<file path="config.mk">
export PLATFORM = sky130hd
export DESIGN_NAME = interrupt_sequencer
export DESIGN_NICKNAME = d
export VERILOG_FILES = /design/src/rtl/interrupt_sequencer.sv
export SDC_FILE = /design/constraint.sdc
export NUM_CORES = 1
export LEC_CHECK = 0
export BUFFER_PORTS_ARGS = -buffer_cell sky130_fd_sc_hd__buf_2
export CORE_MARGIN = 2
export CORE_UTILIZATION = 51
export DETAILED_ROUTE_END_ITERATION = 8
export GPL_TIMING_DRIVEN = 0
export PLACE_DENSITY = 0.78
export REMOVE_ABC_BUFFERS = 1
export SYNTH_ARGS = -nofsm -noshare
export SYNTH_HDL_FRONTEND = slang
export SYNTH_SLANG_ARGS = --single-unit
export TNS_END_PERCENT = 50
</file>
<file path="constraint.sdc">
create_clock -name phi2 -period 2.36 [get_ports phi2]
set_clock_uncertainty 0.2 [all_clocks]
set_input_delay 0.236 -clock phi2 [delete_from_list [all_inputs] [get_ports phi2]]
set_output_delay 0.236 -clock phi2 [all_outputs]
set_load 0.02 [all_outputs]
</file>
<file path="src/rtl/interrupt_sequencer.sv">
// -----------------------------------------------------------------------------
// interrupt_sequencer
//
// Purpose:
//   Sequences processor entry into reset, NMI and IRQ service. External pins
//   are synchronized, NMI is edge-latched, IRQ is level-sampled, and a small
//   FSM (HOLD / IDLE / SEQ) walks a 7-step entry sequence (steps 0..6). The
//   decode and bus logic use the outputs to force a BRK opcode, hold rwb high
//   during reset stack cycles, and fetch the vector at steps 5 and 6.
//   An NMI arriving early enough in an IRQ sequence redirects it to the NMI
//   vector.
//
// Ports:
//   phi2           in   1   clock; all state updates on the rising edge
//   rst            in   1   synchronous active-high reset
//   resb           in   1   external reset pin, active-low, asynchronous
//   nmib           in   1   external NMI pin, active-low, asynchronous
//   irqb           in   1   external IRQ pin, active-low, asynchronous
//   rdy            in   1   1 = advance, 0 = stall
//   sync           in   1   opcode-fetch cycle indicator from decode
//   i_flag         in   1   processor status I bit (1 masks IRQ)
//   seq_active     out  1   entry sequence in progress
//   int_type       out  2   00 none, 01 IRQ, 10 NMI, 11 RESET
//   seq_step       out  3   sequence step, 0..6
//   force_brk      out  1   decode substitutes opcode 00
//   suppress_write out  1   decode holds rwb high (reset stack cycles)
//   vpb            out  1   active-low vector-pull indicator
//   vector_addr    out  16  vector address for steps 5 and 6, else 0000
//   b_flag_out     out  1   B bit for the pushed status byte
//
// All outputs come straight from flops; nothing on a pin reaches an output
// without passing through registered state first.
// -----------------------------------------------------------------------------
module interrupt_sequencer (
    input  logic        phi2,
    input  logic        rst,
    input  logic        resb,
    input  logic        nmib,
    input  logic        irqb,
    input  logic        rdy,
    input  logic        sync,
    input  logic        i_flag,
    output logic        seq_active,
    output logic [1:0]  int_type,
    output logic [2:0]  seq_step,
    output logic        force_brk,
    output logic        suppress_write,
    output logic        vpb,
    output logic [15:0] vector_addr,
    output logic        b_flag_out
);

    typedef enum logic [1:0] {
        ST_HOLD = 2'd0,
        ST_IDLE = 2'd1,
        ST_SEQ  = 2'd2
    } state_e;

    typedef enum logic [1:0] {
        INT_NONE  = 2'b00,
        INT_IRQ   = 2'b01,
        INT_NMI   = 2'b10,
        INT_RESET = 2'b11
    } int_e;

    localparam logic [2:0] LAST_STEP   = 3'd6;
    localparam logic [2:0] HIJACK_STEP = 3'd4;   // last step where an NMI may redirect an IRQ

    // ------------------------------------------------------------------
    // Synchronizers and NMI edge detector
    // ------------------------------------------------------------------
    logic res_meta_q, res_sync_q;
    logic nmi_meta_q, nmi_sync_q, nmi_prev_q;
    logic irq_meta_q, irq_sync_q;
    logic nmi_latch_q, nmi_latch_d;

    // ------------------------------------------------------------------
    // Sequencer state and registered outputs
    // ------------------------------------------------------------------
    state_e     state_q, state_d;
    int_e       int_type_q, int_type_d;
    logic [2:0] seq_step_q, seq_step_d;

    logic        seq_active_q, seq_active_d;
    logic        force_brk_q, force_brk_d;
    logic        suppress_write_q, suppress_write_d;
    logic        vpb_q, vpb_d;
    logic [15:0] vector_addr_q, vector_addr_d;
    logic        b_flag_q, b_flag_d;

    logic        nmi_fall;
    logic        irq_pending;
    logic        vec_cycle_d;
    logic [15:0] vec_base_d;

    // Falling edge of the synchronized NMI; a held-low pin gives one pulse.
    assign nmi_fall    = nmi_prev_q & ~nmi_sync_q;
    // IRQ is a sampled level, masked by the I bit; it is never latched.
    assign irq_pending = ~irq_sync_q & ~i_flag;

    // ------------------------------------------------------------------
    // Next-state logic
    // ------------------------------------------------------------------
    always_comb begin
        // NOTE: every signal written in this block takes a default first,
        // so no branch leaves it unassigned and no latch is inferred.
        state_d     = state_q;
        int_type_d  = int_type_q;
        seq_step_d  = seq_step_q;
        nmi_latch_d = nmi_latch_q;

        if (!res_sync_q) begin
            // Reset pin low aborts whatever is running, including a sequence.
            state_d    = ST_HOLD;
            int_type_d = INT_NONE;
            seq_step_d = 3'd0;
        end else begin
            case (state_q)
                ST_HOLD: begin
                    state_d    = ST_SEQ;
                    int_type_d = INT_RESET;
                    seq_step_d = 3'd0;
                end

                ST_IDLE: begin
                    if (sync && rdy) begin
                        // NMI outranks IRQ; a losing IRQ is simply seen again
                        // at the next opcode fetch because it is a level.
                        if (nmi_latch_q) begin
                            state_d    = ST_SEQ;
                            int_type_d = INT_NMI;
                            seq_step_d = 3'd0;
                        end else if (irq_pending) begin
                            state_d    = ST_SEQ;
                            int_type_d = INT_IRQ;
                            seq_step_d = 3'd0;
                        end
                    end
                end

                ST_SEQ: begin
                    // Vector hijack: an NMI seen before the vector fetch turns
                    // the IRQ into an NMI; later ones wait for the next entry.
                    if (int_type_q == INT_IRQ && nmi_latch_q && seq_step_q <= HIJACK_STEP) begin
                        int_type_d = INT_NMI;
                    end
                    if (rdy) begin
                        if (seq_step_q == LAST_STEP) begin
                            state_d    = ST_IDLE;
                            int_type_d = INT_NONE;
                            seq_step_d = 3'd0;
                            if (int_type_q == INT_NMI) begin
                                nmi_latch_d = 1'b0;
                            end
                        end else begin
                            seq_step_d = seq_step_q + 3'd1;
                        end
                    end
                end

                default: begin
                    state_d    = ST_HOLD;
                    int_type_d = INT_NONE;
                    seq_step_d = 3'd0;
                end
            endcase
        end

        // A fresh edge wins over a same-cycle clear so it is never lost.
        if (nmi_fall) begin
            nmi_latch_d = 1'b1;
        end
    end

    // ------------------------------------------------------------------
    // Output decode from next state, registered below
    // ------------------------------------------------------------------
    always_comb begin
        vec_base_d = 16'h0000;
        case (int_type_d)
            INT_RESET: vec_base_d = 16'hFFFC;
            INT_NMI:   vec_base_d = 16'hFFFA;
            INT_IRQ:   vec_base_d = 16'hFFFE;
            default:   vec_base_d = 16'h0000;
        endcase

        vec_cycle_d      = (state_d == ST_SEQ) && (seq_step_d >= 3'd5);
        seq_active_d     = (state_d == ST_SEQ);
        force_brk_d      = (state_d == ST_SEQ) && (seq_step_d == 3'd0);
        suppress_write_d = (state_d == ST_SEQ) && (int_type_d == INT_RESET)
                           && (seq_step_d >= 3'd2) && (seq_step_d <= 3'd4);
        vpb_d            = ~vec_cycle_d;
        b_flag_d         = (state_d != ST_SEQ);
        // Vector bases are even: step 5 fetches the low byte, step 6 the high.
        vector_addr_d    = vec_cycle_d
                           ? (vec_base_d | {15'd0, (seq_step_d == LAST_STEP)})
                           : 16'h0000;
    end

    // ------------------------------------------------------------------
    // State registers
    // ------------------------------------------------------------------
    always_ff @(posedge phi2) begin
        // NOTE: sequential state uses non-blocking assignments only, so every
        // flop samples pre-edge values regardless of statement order.
        if (rst) begin
            res_meta_q       <= 1'b1;
            res_sync_q       <= 1'b1;
            nmi_meta_q       <= 1'b1;
            nmi_sync_q       <= 1'b1;
            nmi_prev_q       <= 1'b1;
            irq_meta_q       <= 1'b1;
            irq_sync_q       <= 1'b1;
            nmi_latch_q      <= 1'b0;
            state_q          <= ST_HOLD;
            int_type_q       <= INT_NONE;
            seq_step_q       <= 3'd0;
            seq_active_q     <= 1'b0;
            force_brk_q      <= 1'b0;
            suppress_write_q <= 1'b0;
            vpb_q            <= 1'b1;
            vector_addr_q    <= 16'h0000;
            b_flag_q         <= 1'b1;
        end else begin
            res_meta_q       <= resb;
            res_sync_q       <= res_meta_q;
            nmi_meta_q       <= nmib;
            nmi_sync_q       <= nmi_meta_q;
            nmi_prev_q       <= nmi_sync_q;
            irq_meta_q       <= irqb;
            irq_sync_q       <= irq_meta_q;
            nmi_latch_q      <= nmi_latch_d;
            state_q          <= state_d;
            int_type_q       <= int_type_d;
            seq_step_q       <= seq_step_d;
            seq_active_q     <= seq_active_d;
            force_brk_q      <= force_brk_d;
            suppress_write_q <= suppress_write_d;
            vpb_q            <= vpb_d;
            vector_addr_q    <= vector_addr_d;
            b_flag_q         <= b_flag_d;
        end
    end

    assign seq_active     = seq_active_q;
    assign int_type       = int_type_q;
    assign seq_step       = seq_step_q;
    assign force_brk      = force_brk_q;
    assign suppress_write = suppress_write_q;
    assign vpb            = vpb_q;
    assign vector_addr    = vector_addr_q;
    assign b_flag_out     = b_flag_q;

endmodule

</file>
==> metrics.csv, run 1 <==
metric,value,unit
power_frac_seq,57.1,%
yosysUniqueCellTypes,46,
final_antenna_net_count,0,
worstReg2RegStart,state_q[1]$_SDFF_PP0_,
hpwl,1720,um
grt-ovfl-total,0,
die_area,2920,um^2
synth_top_area_share,37.6,%
arrival,2.18,ns
syn_to_final_growth,12.2,%
initial_utilization,52.5,%
cts.sinks,24,
setup_viol,0,
grt_pass1_vias,847,
io_buffer_count,33,
swShare,25.9,%
totalWireLength,2240,um
ys.flop_type,dfxtp_1,
pin_count,34,
ff2ff_setup_slack,0.19,ns
drive_above_1_share,42.1,%
p_switching,0.000197,W
root_buffer,clkbuf_4,
syn_inst,128,
track_usage,16.9,%
ys_top_cells_by_area,"dfxtp_1 38%, buf_4 7.6%, ha_1 5.9%",
status,completed,
max_freq,460,MHz
tightest_slew,0.462,ns
async_reset_ff_share,0,%
path_clk_slew,0.13,ns
place_ws,0.110,ns
drcViolationCount,0,
drtIter0Drc,10,
required,2.37,ns
power.density,529,nW/um^2
final_nets,167,
cts_buffers,3,
yosys.area.top_type,dfxtp_1,
cellLeakagePower,0.664,nW
p_int,0.000561,W
ys_ff_latch,24,
cts_tree,done,
min_path_type,in -> reg,
clkPwrFrac,28.1,%
antenna_found_initial,0,
syn_area_per_cell,9.97,um^2
worst_hold_slack,0.0317,ns
die_w,54.0,um
maxSlewViolCount,0,
synthTopCellsByCount,"24 x dfxtp_1, 13 x buf_4, 8 x inv_1, 8 x or2_2, 7 x nor2_1",
critPathCaptureType,flip-flop,
fin_area,1430,um^2
startpoint,state_q[1]$_SDFF_PP0_,
critPathLaunchType,flip-flop,
cts_buffer_depth,2,
grt_first_pass_wirelength,3680,um
post-route-worst-setup-slack,0.185,ns
routabilityCongestion,0.830,
setup_tns,0,ns
rsz0062_at_grt,false,
worstHoldStart,rst,
rows,18,
path_class,reg -> reg,
vias_per_cell,5.16,
routedWlPerCell,12.3,um
firstDrtPassIters,4,
power,0.000758,W
vias,940,
fin_crit_sh,92.2,%
coreArea,2430,um^2
place_area,1360,um^2
synth_edf_count,0,
antenna_cells,0,
syn_area,1280,um^2
grt_max_degree,14,
slew_headroom,69.0,%
clk_latency,0.31,ns
cap_violations,0,
hold_violations,0,
max-vdd-ir-drop,393,uV
cts-htree-levels,1,
n_fill_cell,211,
min_period,2.17,ns
yosysMostFrequentCell,dfxtp_1,
crit_fanout,5,
comb_power_share,14.8,%
fp.dieH,54.0,um
yosysSeqAreaShare,37.6,%
post-cts-setup-buffers,0,
yosys_warnings,0,
per-stage QoR:
step,instances,utilization [%]
6_report,182,58.8
5_1_grt,182,58.8
4_1_cts,182,58.7
3_5_place_dp,175,56.0
3_3_place_gp,175,56.0
2_1_floorplan,112,-
what timing repair did:
item,in CTS,in global routing
hold buffers,3,0
resized for setup,0,2
endpoints found under the setup margin,0,3
hold endpoints to repair,3,0
cell families (layout without fill, tap and decap cells):
family / count (synthesis) / after routing / synth area share, %
AOI/OAI and AO/OA: 27 / 27 / 19.5
DFF: 24 / 24 / 37.6
adders and majority gates: 6 / 6 / 5.88
and+or+nand+nor: 45 / 45 / 23.8
buffers and inverters: 24 / 48 / 11.6
muxes: 2 / 2 / 1.57
state kept, by name (all words and copies together) (netlist names):
name / cells
b_flag_out: 1
force_brk: 1
res_sync_q: 1
nmi_prev_q: 1
seq_step: 3
int_type: 2
irq_sync_q: 1
nmi_meta_q: 1
nmi_sync_q: 1
suppress_write: 1
vector_addr: 4
irq_meta_q: 1
res_meta_q: 1
vpb: 1
seq_active: 1
nmi_latch_q: 1
state_q: 2
critical path, cell delays in order (launching register included):
cell      delay [ns]
dfxtp_2         0.40
inv_1           0.07
ha_1            0.23
inv_1           0.15
nor4b_1         0.07
o2bb2a_1        0.33
o21ai_2         0.19
inv_1           0.07
ha_1            0.19
o21ai_0         0.09
nor3_2          0.07
path summary, 6_finish.rpt:
kind                                     to  depth (start not counted)
setup / recovery  suppress_write$_SDFF_PP0_                         10
hold / removal     nmi_latch_q$_SDFFE_PP0P_                          2
setup reg to reg  suppress_write$_SDFF_PP0_                         10
hold reg to reg       irq_sync_q$_SDFF_PP1_                          1
cell usage in the layout, fill, tap and decap left out, types with 2 or more instances in the layout:
cell and n:
nor2_1 7, nor3_1 2, nand3_2 2, mux2i_1 2
a31oi_4 2, o21ai_0 3, or2_1 2, o21bai_1 2
nand2b_1 3, inv_1 8, ha_1 5, buf_2 33
clkbuf_4 3, a21oi_1 5, dfxtp_1 23, or2_2 8
dlygate4sd3_1 3, nand2_1 6, nor3_2 4
power groups by stage:
stage / combinational, W / clock [W] / sequential [W]
2_1_floorplan: 0.0000648 / 0 / 0.000449
3_3_place_gp: 0.000105 / 0 / 0.000440
3_5_place_dp: 0.000108 / 0 / 0.000441
4_1_cts: 0.000112 / 0.000218 / 0.000432
5_1_grt: 0.000124 / 0.000238 / 0.000435
6_report: 0.000112 / 0.000213 / 0.000432
area by class of cell:
type | count | area [um^2] | area share, %
inverter | 8 | 30.0 | 2.10
tap | 30 | 37.5 | 2.62
multi-input combinational | 80 | 651 | 45.5
clock buffer | 4 | 36.3 | 2.53
sequential | 24 | 482 | 33.7
timing repair buffer | 36 | 195 | 13.6
routing by layer:
layer / GRT usage (%) / part of all wire, % / vias up
met5: 0 / 0 / -
li1: - / - / 483
met1: 22.0 / 45 / 438
met3: 0.833 / 1.4 / 5
met2: 29.5 / 51 / 14
met4: 5.83 / 1.7 / 0
Note: power is estimated with default switching activity, not from simulation.
==> inputs of run 2 (changes only) <==
SETUP_SLACK_MARGIN = 0.3   (was default)
==> run 2 against run 1 <==
  * Worst hold slack lost 0.011 ns
  * Setup slack gained 0.18 ns
  * Critical path depth shrank 2
  * Highest routed layer unchanged
==> metrics.csv, run 2 (same netlist as run 1, synthesis figures left out) <==
metric,value,unit,change
critPathLaunchType,flip-flop,,
layoutNonFillerInstCount,189,,+3.8%
coreArea,2430,um^2,unchanged
tightest_slew,0.333,ns,-0.128 ns
pin_count,34,,unchanged
cellLeakagePower,0.712,nW,+7.3%
grt_max_degree,14,,unchanged
initial_utilization,52.5,%,unchanged
min_period,1.99,ns,-0.182 ns
cts-htree-levels,1,,unchanged
min_path_type,in -> reg,,
fin_crit_sh,84.4,%,-7.7 points
max-vdd-ir-drop,380,uV,-3.2%
largest_reg_flops,4,,unchanged
clk_latency,0.30,ns,about the same
root_buffer,clkbuf_4,,
totalWireLength,2430,um,+8.3%
vias,978,,+4.0%
final_nets,174,,+4.2%
cts_buffers,3,,unchanged
hold_violations,0,,unchanged
critPathCaptureType,flip-flop,,
cts_buffer_depth,2,,unchanged
required,2.37,ns,about the same
max_freq,502,MHz,+9.1%
cts_tree,done,,
io_buffer_count,33,,unchanged
setup_viol,0,,unchanged
track_usage,17.0,%,+0.17 points
syn_to_final_growth,23.2,%,
power.density,494,nW/um^2,-6.7%
grt_first_pass_wirelength,3710,um,+0.76%
routedWlPerCell,12.9,um,+4.3%
grt-ovfl-total,0,,unchanged
power,0.000777,W,+2.5%
cap_violations,0,,unchanged
status,completed,,
numPlacedInstances,175,,unchanged
antenna_found_initial,0,,unchanged
drtIter0Drc,16,,+6
firstDrtPassIters,4,,unchanged
n_fill_cell,188,,-11%
rsz0062_at_grt,false,,
place_ws,0.110,ns,unchanged
slew_headroom,77.7,%,+8.7 points
cts.sinks,24,,unchanged
final_antenna_net_count,0,,unchanged
die_w,54.0,um,unchanged
hpwl,1720,um,unchanged
rows,18,,unchanged
post-route-worst-setup-slack,0.367,ns,+0.182 ns
drive_above_1_share,53.5,%,+11 points
drcViolationCount,0,,unchanged
final_common_cell,buf_2,,
fp.dieH,54.0,um,unchanged
arrival,2.00,ns,-0.18 ns
vias_per_cell,5.17,,+0.19%
maxSlewViolCount,0,,unchanged
path_class,reg -> reg,,
routabilityCongestion,0.830,,unchanged
path_clk_slew,0.12,ns,about the same
grt_pass1_vias,816,,-3.7%
die_area,2920,um^2,unchanged
crit_fanout,9,,+4
antenna_cells,0,,unchanged
layout_common_cells,"33 x buf_2, 19 x dfxtp_1, 8 x or2_2",,
[run 2: cell count changes in the layout (fill, tap and decap cells not counted), sizes merged]
cell,before,now
buf,33,40
[run 2: where the power goes]
group          total, W  switching [W]  internal (W)
clock          0.000211       0.000117     0.0000941
sequential     0.000430      0.0000115      0.000419
combinational  0.000136      0.0000754     0.0000602
total          0.000777       0.000203      0.000573
[run 2: timing repair]
| item | in CTS | in global routing |
|---|---|---|
| endpoints found under the setup margin | 6 | 5 |
| hold endpoints to repair | 3 | 0 |
| resized for setup | 10 | 16 |
| hold buffers | 3 | 0 |
| pin swaps | 1 | 4 |
| setup buffers | 0 | 7 |
[run 2: stage by stage]
stage	hold slack [ns]	TNS [ns]	utilization (%)	instance area [um^2]
6_report	0.0209	0	64.7	1570
5_1_grt	0.0259	0	64.7	1570
4_1_cts	0.0227	0	59.9	1460
3_5_place_dp	0.194	0	56.0	1360
3_3_place_gp	0.192	0	56.0	1360
2_1_floorplan	0.105	-0.204	-	1160
[run 2: per-layer routing]
layer | track usage, % | vias up | wire, um
li1 | - | 496 | -
met1 | 22.7 | 467 | 1050
met2 | 29.3 | 13 | 1330
met3 | 0.833 | 2 | 30
met4 | 5.83 | 0 | 19
met5 | 0 | - | 0
[run 2: path summary, 6_finish.rpt]
path	startpoint	endpoint	slack [ns]	cells after the start
setup / recovery	seq_step[1]$_SDFF_PP0_	suppress_write$_SDFF_PP0_	0.37	8
hold / removal	rst	seq_step[2]$_SDFF_PP0_	0.02	2
setup reg to reg	seq_step[1]$_SDFF_PP0_	suppress_write$_SDFF_PP0_	0.37	8
hold reg to reg	res_meta_q$_SDFF_PP1_	res_sync_q$_SDFF_PP1_	0.22	1
[run 2: worst max-delay path, stage by stage (launching register included)]
cell,delay (ns)
dfxtp_4,0.40
o21a_1,0.20
o311ai_1,0.25
o2bb2a_2,0.28
o21ai_4,0.18
inv_1,0.06
ha_1,0.20
o21ai_2,0.06
nor3_2,0.06
[run 2: final cells by class]
type | count | area, um^2 | share of cell area, %
multi-input cells | 80 | 727 | 46.2
flip-flops and latches | 24 | 494 | 31.4
repair buffers | 43 | 248 | 15.8
well taps | 30 | 37.5 | 2.39
clock buffers | 4 | 36.3 | 2.31
inverters | 8 | 30.0 | 1.91
==> inputs of run 3 (changes only) <==
clock period = 1.86 ns   (was 2.36 ns; I/O delays follow)
==> run 3 against run 2 <==
  * The run now ends with hold timing, setup timing left
  * Setup slack lost 0.46 ns
  * Sequential power is 28% higher
  * Sequential cell count did not move
  * Sequential share of layout area shrank 3.8 points
  * Via count grew 8.4%
  * Critical path depth shrank 1
  * Cell count rose by 6.9%
  * Combinational power is 54% higher
  * Critical path type unchanged
  * Largest power group unchanged
==> metrics.csv, run 3 (same netlist as run 1, synthesis figures left out) <==
metric,value,unit,change
coreArea,2430,um^2,unchanged
rows,18,,unchanged
final_nets,187,,+7.5%
cts-htree-levels,1,,unchanged
die_w,54.0,um,unchanged
power.density,569,nW/um^2,+15%
path_cells,"inv_4, ha_4, inv_4, a31oi_4, o21bai_4, or2_4, or2_1",,
setup_viol,6,,+6
ff_latch_area,498,um^2,+0.76%
crit_fanout,6,,-3
routedWlPerCell,15.3,um,+19%
vias_per_cell,5.25,,+1.4%
antenna_cells,0,,unchanged
place_area,1360,um^2,unchanged
grt_first_pass_wirelength,4370,um,+18%
required,1.87,ns,-0.50 ns
maxSlewViolCount,0,,unchanged
tightest_slew,0.390,ns,+0.0562 ns
multi_input_area,826,um^2,+14%
max_freq,512,MHz,+2.1%
cp_slowest_cell,dfxtp_4,,
root_buffer,clkbuf_4,,
layout_common_cells,"33 x buf_2, 18 x dfxtp_1, 16 x buf_4",,
status,"finished, violations left",,
drcViolationCount,0,,unchanged
cts.sinks,24,,unchanged
crit_family,simple AND/OR/NAND/NOR gates,,
layoutNonFillerInstCount,202,,+6.9%
cts_tree,done,,
setup_tns,-0.409,ns,-0.409 ns
grt-ovfl-total,0,,unchanged
fin_area,1800,um^2,+15%
io_buffer_count,33,,unchanged
rsz0062_at_grt,true,,
drtIter0Drc,20,,+4
cts_buffers,3,,unchanged
grt_pass1_vias,965,,+18%
initial_utilization,52.5,%,unchanged
worst_hold_slack,-0.00257,ns,-0.0234 ns
min_path_cells,3,,+1
slew_headroom,74.0,%,-3.6 points
violations,"hold timing, setup timing",,
drive_above_1_share,60.5,%,+7.0 points
crit_top_cell,inv_4,,
final_antenna_net_count,0,,unchanged
routabilityCongestion,0.830,,unchanged
slowest_delay,0.40,ns,about the same
min_period,1.95,ns,-0.0411 ns
hpwl,1720,um,unchanged
pin_count,34,,unchanged
firstDrtPassIters,4,,unchanged
final_common_cell,buf_2,,
critPathLaunchType,flip-flop,,
path_class,reg -> reg,,
r2r_cells,7,,-1
worst-path-buf-inv,2,,+1
critPathCaptureType,flip-flop,,
max-vdd-ir-drop,480,uV,+26%
syn_to_final_growth,41.2,%,
clk_latency,0.30,ns,about the same
track_usage,20.6,%,+3.5 points
grt_max_degree,14,,unchanged
cap_violations,0,,unchanged
die_area,2920,um^2,unchanged
cellLeakagePower,0.799,nW,+12%
cts_buffer_depth,2,,unchanged
antenna_found_initial,0,,unchanged
hold_violations,1,,+1
path_clk_slew,0.13,ns,about the same
hold_buffers,5,,+2
fin_crit_sh,105,%,+20 points
post-route-worst-setup-slack,-0.0918,ns,-0.459 ns
n_fill_cell,154,,-18%
largest_reg_flops,4,,unchanged
fp.dieH,54.0,um,unchanged
path_depth,7,,-1
vias,1060,,+8.4%
numPlacedInstances,175,,unchanged
arrival,1.96,ns,-0.04 ns
min_path_type,in -> reg,,
totalWireLength,3090,um,+27%
-- run 3: changes by cell type in the layout (fill, tap and decap cells not counted), moves of 2 or more --
cell           previous run  this run
buf_4                     7        16
inv_2                     3         0
inv_4                     0         3
dlygate4sd3_1             3         5
-- run 3: final timing paths --
path / start / endpoint / slack (ns)
max: state_q[1]$_SDFF_PP0_ / vpb$_SDFF_PP1_ / -0.09
min: rst / state_q[0]$_SDFF_PP0_ / -0.003
max reg2reg: state_q[1]$_SDFF_PP0_ / vpb$_SDFF_PP1_ / -0.09
min reg2reg: irq_meta_q$_SDFF_PP1_ / irq_sync_q$_SDFF_PP1_ / 0.22
-- run 3: timing repair --
action | 4_1_cts | 5_1_grt
pin swaps | 14 | 8
buffers inserted | 11 | 7
endpoints found under the setup margin | 17 | 16
resized for setup | 35 | 11
hold endpoints to repair | 7 | 1
-- run 3: per-layer routing --
layer | routed length (um) | up-vias | global-route usage (%)
li1 | - | 525 | -
met1 | 1250 | 506 | 23.5
met2 | 1740 | 25 | 39.4
met3 | 84 | 4 | 1.67
met4 | 23 | 0 | 7.08
met5 | 0 | - | 0
-- run 3: cell type report --
| class | instances | share of cell area, % |
|---|---|---|
| Inverter | 8 | 2.08 |
| Clock buffer | 4 | 2.01 |
| Multi-Input combinational cell | 80 | 45.8 |
| Tap cell | 30 | 2.08 |
| Sequential cell | 24 | 27.6 |
| Timing Repair Buffer | 56 | 20.3 |
-- run 3: report_power, final --
group / switching (W) / internal, W
combinational: 0.000111 / 0.0000974
sequential: 0.0000189 / 0.000530
clock: 0.000148 / 0.000119
total: 0.000279 / 0.000747
-- run 3: stage by stage --
step           hold WS, ns  util, %  total power (W)  worst slack, ns
6_report          -0.00257     74.1          0.00103          -0.0918
5_1_grt           -0.00918     74.1          0.00108           -0.145
4_1_cts          -0.000382     68.7          0.00101          -0.0317
3_5_place_dp         0.170     56.0         0.000696           -0.390
3_3_place_gp         0.168     56.0         0.000691           -0.329
2_1_floorplan       0.0551        -         0.000653           -0.466
-- run 3: tightest hold or removal path: stages --
cell and delay, ns:
buf_2 0.10, nand2b_4 0.15, nor2_1 0.04
